<file path="src/rtl/frame_rsp_pkg.sv">
// Shared types and field constants for the frame response checker.
// Record layout, FSM states, error bit positions and frame-ID field slices.
package frame_rsp_pkg;

  localparam int FR_ID_W  = 32;
  localparam int FR_OFS_W = 5;
  localparam int FR_LEN_W = FR_OFS_W + 1;
  localparam logic [FR_LEN_W-1:0] FR_LEN_MAX = FR_LEN_W'(1 << FR_OFS_W);
  localparam logic [FR_LEN_W-1:0] FR_LEN_SAT = FR_LEN_W'((1 << FR_OFS_W) + 1);

  localparam int ERR_NO_SOP   = 0;
  localparam int ERR_SOP_IN   = 1;
  localparam int ERR_OVERLONG = 2;
  localparam int ERR_SEQ      = 3;

  localparam int PORT_MSB = 31;
  localparam int PORT_LSB = 28;
  localparam int SEQ_MSB  = 27;
  localparam int SEQ_LSB  = 0;
  localparam int SEQ_W    = SEQ_MSB - SEQ_LSB + 1;

  typedef enum logic [1:0] {IDLE, IN_FRAME, DROP} frame_rsp_state_t;

  typedef struct packed {
    logic [FR_ID_W-1:0]  frame_id;
    logic [FR_LEN_W-1:0] len;
    logic [3:0]          err;
  } frame_rsp_rec_t;

  function automatic logic [3:0] err_bit(input int idx);
    return 4'(1) << idx;
  endfunction

endpackage

</file>
<file path="src/rtl/frame_rsp_fifo.sv">
// Result-record FIFO, first-word-fall-through, two write lanes (lane 1 only with lane 0).
// Latency: a push is visible on rd_dat/rd_vld the cycle after; caller keeps >=2 entries free before pushing.
module frame_rsp_fifo
  import frame_rsp_pkg::*;
#(
  parameter int DEPTH = 4,
  parameter int CW    = $clog2(DEPTH) + 1
) (
  input  logic           clk,
  input  logic           rst,
  input  logic           push0,
  input  frame_rsp_rec_t wr_dat0,
  input  logic           push1,
  input  frame_rsp_rec_t wr_dat1,
  input  logic           pop,
  output frame_rsp_rec_t rd_dat,
  output logic           rd_vld,
  output logic [CW-1:0]  count
);

  localparam int AW = $clog2(DEPTH);

  frame_rsp_rec_t  mem [DEPTH];
  logic [AW-1:0]   wr_ptr;
  logic [AW-1:0]   rd_ptr;
  logic            pop_ok;

  assign rd_vld = (count != '0);
  assign pop_ok = pop && rd_vld;
  assign rd_dat = mem[rd_ptr];

  // Storage is reset so the result outputs read zero out of reset.
  always_ff @(posedge clk or negedge rst) begin
    if (!rst) begin
      wr_ptr <= '0;
      rd_ptr <= '0;
      count  <= '0;
      for (int i = 0; i < DEPTH; i++) mem[i] <= '0;
    end else begin
      if (push0) mem[wr_ptr] <= wr_dat0;
      if (push1) mem[wr_ptr + AW'(1)] <= wr_dat1;
      wr_ptr <= wr_ptr + AW'(push0) + AW'(push1);
      if (pop_ok) rd_ptr <= rd_ptr + AW'(1);
      count <= count + CW'(push0) + CW'(push1) - CW'(pop_ok);
    end
  end

endmodule

</file>
<file path="config.mk">
export PLATFORM = sky130hd
export DESIGN_NAME = frame_rsp_fifo
export DESIGN_NICKNAME = d
export VERILOG_FILES = /design/src/rtl/frame_rsp_pkg.sv /design/src/rtl/frame_rsp_fifo.sv
export SDC_FILE = /design/constraint.sdc
export NUM_CORES = 1
export LEC_CHECK = 0
export CAP_MARGIN = 20
export CORE_MARGIN = 2
export CORE_UTILIZATION = 40
export CTS_CLUSTER_DIAMETER = 30
export DETAILED_ROUTE_END_ITERATION = 10
export GPL_ROUTABILITY_DRIVEN = 0
export HOLD_SLACK_MARGIN = 0.1
export SLEW_MARGIN = 5
export SYNTH_ARGS = -nofsm -noshare
export SYNTH_HDL_FRONTEND = slang
export SYNTH_SLANG_ARGS = --single-unit
</file>
<file path="constraint.sdc">
create_clock -name clk -period 2.84 [get_ports clk]
set_clock_uncertainty 0.2 [all_clocks]
set_input_delay 0.568 -clock clk [delete_from_list [all_inputs] [get_ports clk]]
set_output_delay 0.568 -clock clk [all_outputs]
set_load 0.01 [all_outputs]
</file>
=== After elaboration in Yosys (flattened, before gate mapping) ===
Cells that the tools add are included.

* Add/sub/neg operators: 7
* Order comparisons: 5
* Multiplexer cells: 11
* Bitwise operators: 3
* Reduce and logical (&&, ||, !) cells: 4

{| class="wikitable"
|+ Operator list
! operator !! count
|-
| bitwise mux 168 bit || 2
|-
| two-way mux 168 bit || 2
|-
| demux 42 bit (select 2 bit) || 2
|-
| two-way mux 42 bit || 4
|-
| binary-select mux 42 bit (select 2 bit) || 1
|-
| greater-or-equal comparator 3 bit, second input constant || 3
|-
| NOT 2 -> 3 bit || 3
|-
| adder 3 x 1 -> 3 bit || 2
|-
| less-than comparator 3 x 1 -> 1 bit, second input constant || 2
|-
| adder 2 x 1 -> 2 bit || 2
|-
| adder 2 x 1 -> 2 bit, second input constant || 2
|-
| logical AND 1 bit || 3
|-
| nonzero test 3 bit || 1
|-
| subtractor 3 x 1 -> 3 bit || 1
|}

* Register bits: 175
* Bits of input ports: 89
* Output and inout port bits: 46

=== Logic depth before layout (Yosys ltp) ===
* Depth in word-level cells: 9
* Depth in mapped cells: 9

=== Least setup slack after synthesis ===
Ideal clock, no wire load.

* Path type: input to register
* Start: in push1
* End: reg count[2]
* Library setup time: 0.123 ns
* Arrival time: 2.367 ns
* Required time: 2.517 ns
* Slack: 0.150 ns
* Cell stages on the path: 9
* Path through: buf_4 > clkbuf_1 > inv_1 > ha_1 > inv_1 > fa_1 > fa_1 > xnor2_1 > xnor2_1

* Word-level cells in the longest chain between the ends: 2

{| class="wikitable"
|+ Ends and longest elaborated chain
! what !! line !! text
|-
| start, declared || frame_rsp_fifo.sv:13 || <nowiki>input logic push1,</nowiki>
|-
| adder 3 x 1 -> 3 bit || frame_rsp_fifo.sv:44 || <nowiki>count <= count + CW'(push0) + CW'(push1) - CW'(pop_ok);</nowiki>
|-
| subtractor 3 x 1 -> 3 bit || frame_rsp_fifo.sv:44 ||
|-
| end signal, assigned || frame_rsp_fifo.sv:44 ||
|-
| end, declared || frame_rsp_fifo.sv:18 || <nowiki>output logic [CW-1:0] count</nowiki>
|}

Every way passes these cells.
A chain may end at the register's enable or synchronous reset.

==> Flow_metrics.wiki <==
{| class="wikitable"
! Metric !! Value
|-
| Run status || completed
|-
| Switching pwr || 5.66 mW
|-
| Area of the die || 24,600 µm²
|-
| Busiest layer in global routing || met2
|-
| Count of unresolved DRC violations after routing || 0
|-
| Fraction of power consumed by sequential logic || 0.332
|-
| Number of cells produced by synthesis || 744
|-
| I/O pin cnt || 135
|-
| Worst R2R Start || count[1]
|-
| Vertical die dimension || 157 µm
|-
| Filler-free cell count of the finished design || 1,177
|-
| Final Hold Fails || 0
|-
| Tmin final || 2790 ps
|-
| TritonCTS clock tree || yes
|-
| Slew at the pin closest to its max-slew limit || 905 ps
|-
| Area delta synth->final || 23.8%
|-
| Global route overflow || 0
|-
| FF+latch count, synth || 175
|-
| Layout cells sized above 1 || 0.142
|-
| Leading post-synthesis cells by cell area || dfrtp_1 (47%), mux4_2 (10%), mux2i_1 (9.0%)
|-
| Capturing point of the worst reg2reg path || count[2]
|-
| Overall power of the completed layout || 14.3 mW
|-
| Residual antenna-violating net count after detailed routing || 0
|-
| Synth Area per Inst || 12.5 µm²
|-
| Area after DPL || 10,900 µm²
|-
| Nets in the synthesized netlist || 837
|-
| Number of design-rule violations left by the first detailed-router iteration || 491
|-
| Sinks on Clock Net || 175
|-
| Largest net degree at the start of global routing || 80
|-
| Sequential element share of the synthesized area || 0.469
|-
| Number of setup violations in the final report || 0
|-
| Post-layout instance area || 11,500 µm²
|-
| Data arrival at the endpoint of the critical path || 2020 ps
|-
| R2R cell count || 7
|-
| Number of cells after detailed placement || 1,141
|-
| Detailed placement HPWL || 17,200 µm
|-
| Initial antenna violation count || 0
|-
| Endpoint kind of the worst setup timing path || primary output
|-
| Initial core utilization || 0.410
|-
| Max-slew violation count || 0
|-
| Power share of the combinational group || 0.506
|-
| Most instantiated cells after synthesis || dfrtp_1 (175), mux2i_1 (84), o211ai_1 (84), o2bb2ai_1 (84), o21ai_1 (60)
|-
| CTS Root Cell || clkbuf_16
|-
| Cell Rows || 55
|-
| Relative slew slack || 0.397
|-
| Number of warnings issued by yosys || 0
|-
| Startpoint types || flip-flop
|-
| Met2 Track Usage GR || 0.385
|-
| Depth of the CTS H-tree || 4
|-
| Highest Clock Rate || 359 MHz
|-
| Met1 layer usage reported by global route || 0.300
|-
| Worst-case vdd ir drop || 0.000644 V
|-
| Final layout net count || 945
|-
| Worst setup path startpoint || rd_ptr[0]
|-
| Pre-CTS setup slack || -29.2 ps
|-
| Dominant cell by count in the synthesized netlist || dfrtp_1
|-
| Fraction of synthesis flops using an asynchronous set or reset pin || 1.00
|-
| Number of port buffers || 134
|-
| Total number of vias || 7,336
|-
| CTS buffer count || 17
|-
| Area share of the leading cell type in the synthesized netlist || 0.469
|-
| Placeable core region || 22,800 µm²
|-
| Max-capacitance violation count || 0
|-
| Number of optimization iterations in the first detailed-route pass || 5
|-
| Biggest fanout along the worst timing path || 7
|-
| Clock slew at the register clock pins of the worst setup and hold paths || 70 ps
|-
| Endpoint required time on the critical path || 2070 ps
|-
| Internal power of the cells || 8.62 mW
|-
| Switching Fraction || 0.396
|-
| ANT cells || 0
|-
| Total wirelength of the detailed-routed design || 28,300 µm
|-
| Final critical-path share of the clock period || 0.981
|-
| Via/cell ratio || 6.23
|-
| Ys flop type || dfrtp_1
|-
| Routed wire length per instance || 24.0 µm
|-
| Post-route setup slack || 53.8 ps
|-
| Clock latency on the worst-skew pair || 430 ps
|-
| Maximum count of clock buffers along a single path || 2
|-
| Part of the total power dissipated in the clock network || 0.162
|-
| Synth unique cells || 28
|-
| Biggest area consumer among synthesized cells || dfrtp_1
|-
| Power per Cell Area || 1240 nW/µm²
|-
| Wire length of the first global-routing pass || 44,200 µm
|-
| Global routing usage on met3 || 0.0534
|-
| Netlist Area Pre-Place || 9330 µm²
|-
| Static Leakage || 4.44 nW
|-
| Class of the most critical hold timing path || reg2reg
|-
| Worst Path Class, Setup || reg2out
|-
| Global Route Usage Sum || 0.234
|-
| Util after Layout || 0.507
|-
| RSZ-0062 raised after global routing || no
|-
| Via count of the first global-routing pass || 7,859
|-
| Capture point of the critical path || rd_dat[34]
|-
| Die outline width || 157 µm
|-
| Number of enable flip-flop cells after synthesis || 0
|-
| Internal reg-to-reg setup slack || 350 ps
|}
==> critical path: stages (launching register included) <==
cell and delay (ps):
dfrtp_4 500, buf_12 140, clkbuf_16 160, mux4_2 500, dlygate4sd2_1 300
==> logic make-up (layout without fill, tap and decap cells) <==
group | count (synthesis) | in the layout | synth area share
fa+ha+maj | 4 | 4 | 0.00778
flops | 175 | 175 | 0.469
xor+xnor | 5 | 5 | 0.00469
mux | 126 | 126 | 0.191
compound gates | 297 | 297 | 0.230
simple gates | 48 | 48 | 0.0378
buf+inv | 89 | 209 | 0.0593
==> power groups by stage <==
stage,Combinational [mW],Clock (mW),Sequential [mW]
final,7.23,2.31,4.74
after global routing,7.82,2.45,4.88
after CTS,7.19,2.35,4.71
after detailed placement,7.53,0,4.74
after global placement,7.29,0,4.66
after floorplan,4.97,0,4.36
==> area by class of cell <==
cell class              instances  area, µm²
fillers                      2003      11200
repair buffers                173       1770
flip-flops and latches        175       4390
clock buffers                  21        450
well taps                     313        392
inverters                       5       21.3
multi-input cells             480       4420
clock inverters                10        115
==> sequential cells by signal, summed over array words and instances, names as in the netlist <==
signal / cells
count: 3
mem: 168
rd_ptr: 2
wr_ptr: 2
==> worst min path at each step <==
stage | start | to | slack, ps | cells after the start
after floorplan | rst | count[0] | 70 | 0
after global placement | rst | mem[89] | 230 | 1
after detailed placement | rst | mem[89] | 230 | 1
after CTS | mem[24] | mem[24] | 290 | 1
after global routing | mem[22] | mem[22] | 290 | 1
final | mem[21] | mem[21] | 280 | 1
==> layer usage <==
| metal | share of wire | up-vias |
|---|---|---|
| li1 | - | 3173 |
| met1 | 0.42 | 3800 |
| met2 | 0.48 | 308 |
| met3 | 0.072 | 55 |
| met4 | 0.026 | 0 |
| met5 | 0 | - |
==> placed cells by master (no fill, tap or decap), types with 2 or more instances in the layout <==
master | netlist | final
a22oi_1 | 42 | 42
buf_12 | 1 | 12
buf_4 | 9 | 24
buf_6 | 10 | 2
bufinv_16 | 0 | 2
clkbuf_1 | 37 | 3
clkbuf_16 | 0 | 18
clkdlybuf4s15_1 | 0 | 4
clkdlybuf4s15_2 | 0 | 2
clkdlybuf4s50_1 | 0 | 91
clkinv_2 | 0 | 3
clkinv_4 | 0 | 2
clkinvlp_4 | 0 | 3
dfrtp_1 | 175 | 171
dfrtp_2 | 0 | 2
dfrtp_4 | 0 | 2
dlygate4sd2_1 | 0 | 34
fa_1 | 3 | 3
inv_1 | 4 | 4
mux2i_1 | 84 | 84
mux4_2 | 42 | 42
nand3b_1 | 42 | 42
nor2b_4 | 0 | 2
o211ai_1 | 84 | 84
o21ai_0 | 24 | 24
o21ai_1 | 60 | 60
o21ai_4 | 2 | 2
o2bb2ai_1 | 84 | 84
xnor2_1 | 3 | 3
xor2_1 | 2 | 2
==> through the flow <==
step / hold WS, ps / TNS (ps)
floorplan: 72.4 / 0
global placement: 232 / 0
detailed placement: 235 / -29.2
CTS: 286 / -61.0
global route: 295 / 0
finish: 282 / 0
==> repair_timing <==
action	in CTS	in global routing
endpoints found under the setup margin	39	4
endpoints found under the hold margin	18	0
hold buffers	1	0
gates cloned	0	1
resized for setup	45	5
buffers inserted	2	1
No activity file was read; power rests on OpenSTA's default activity.
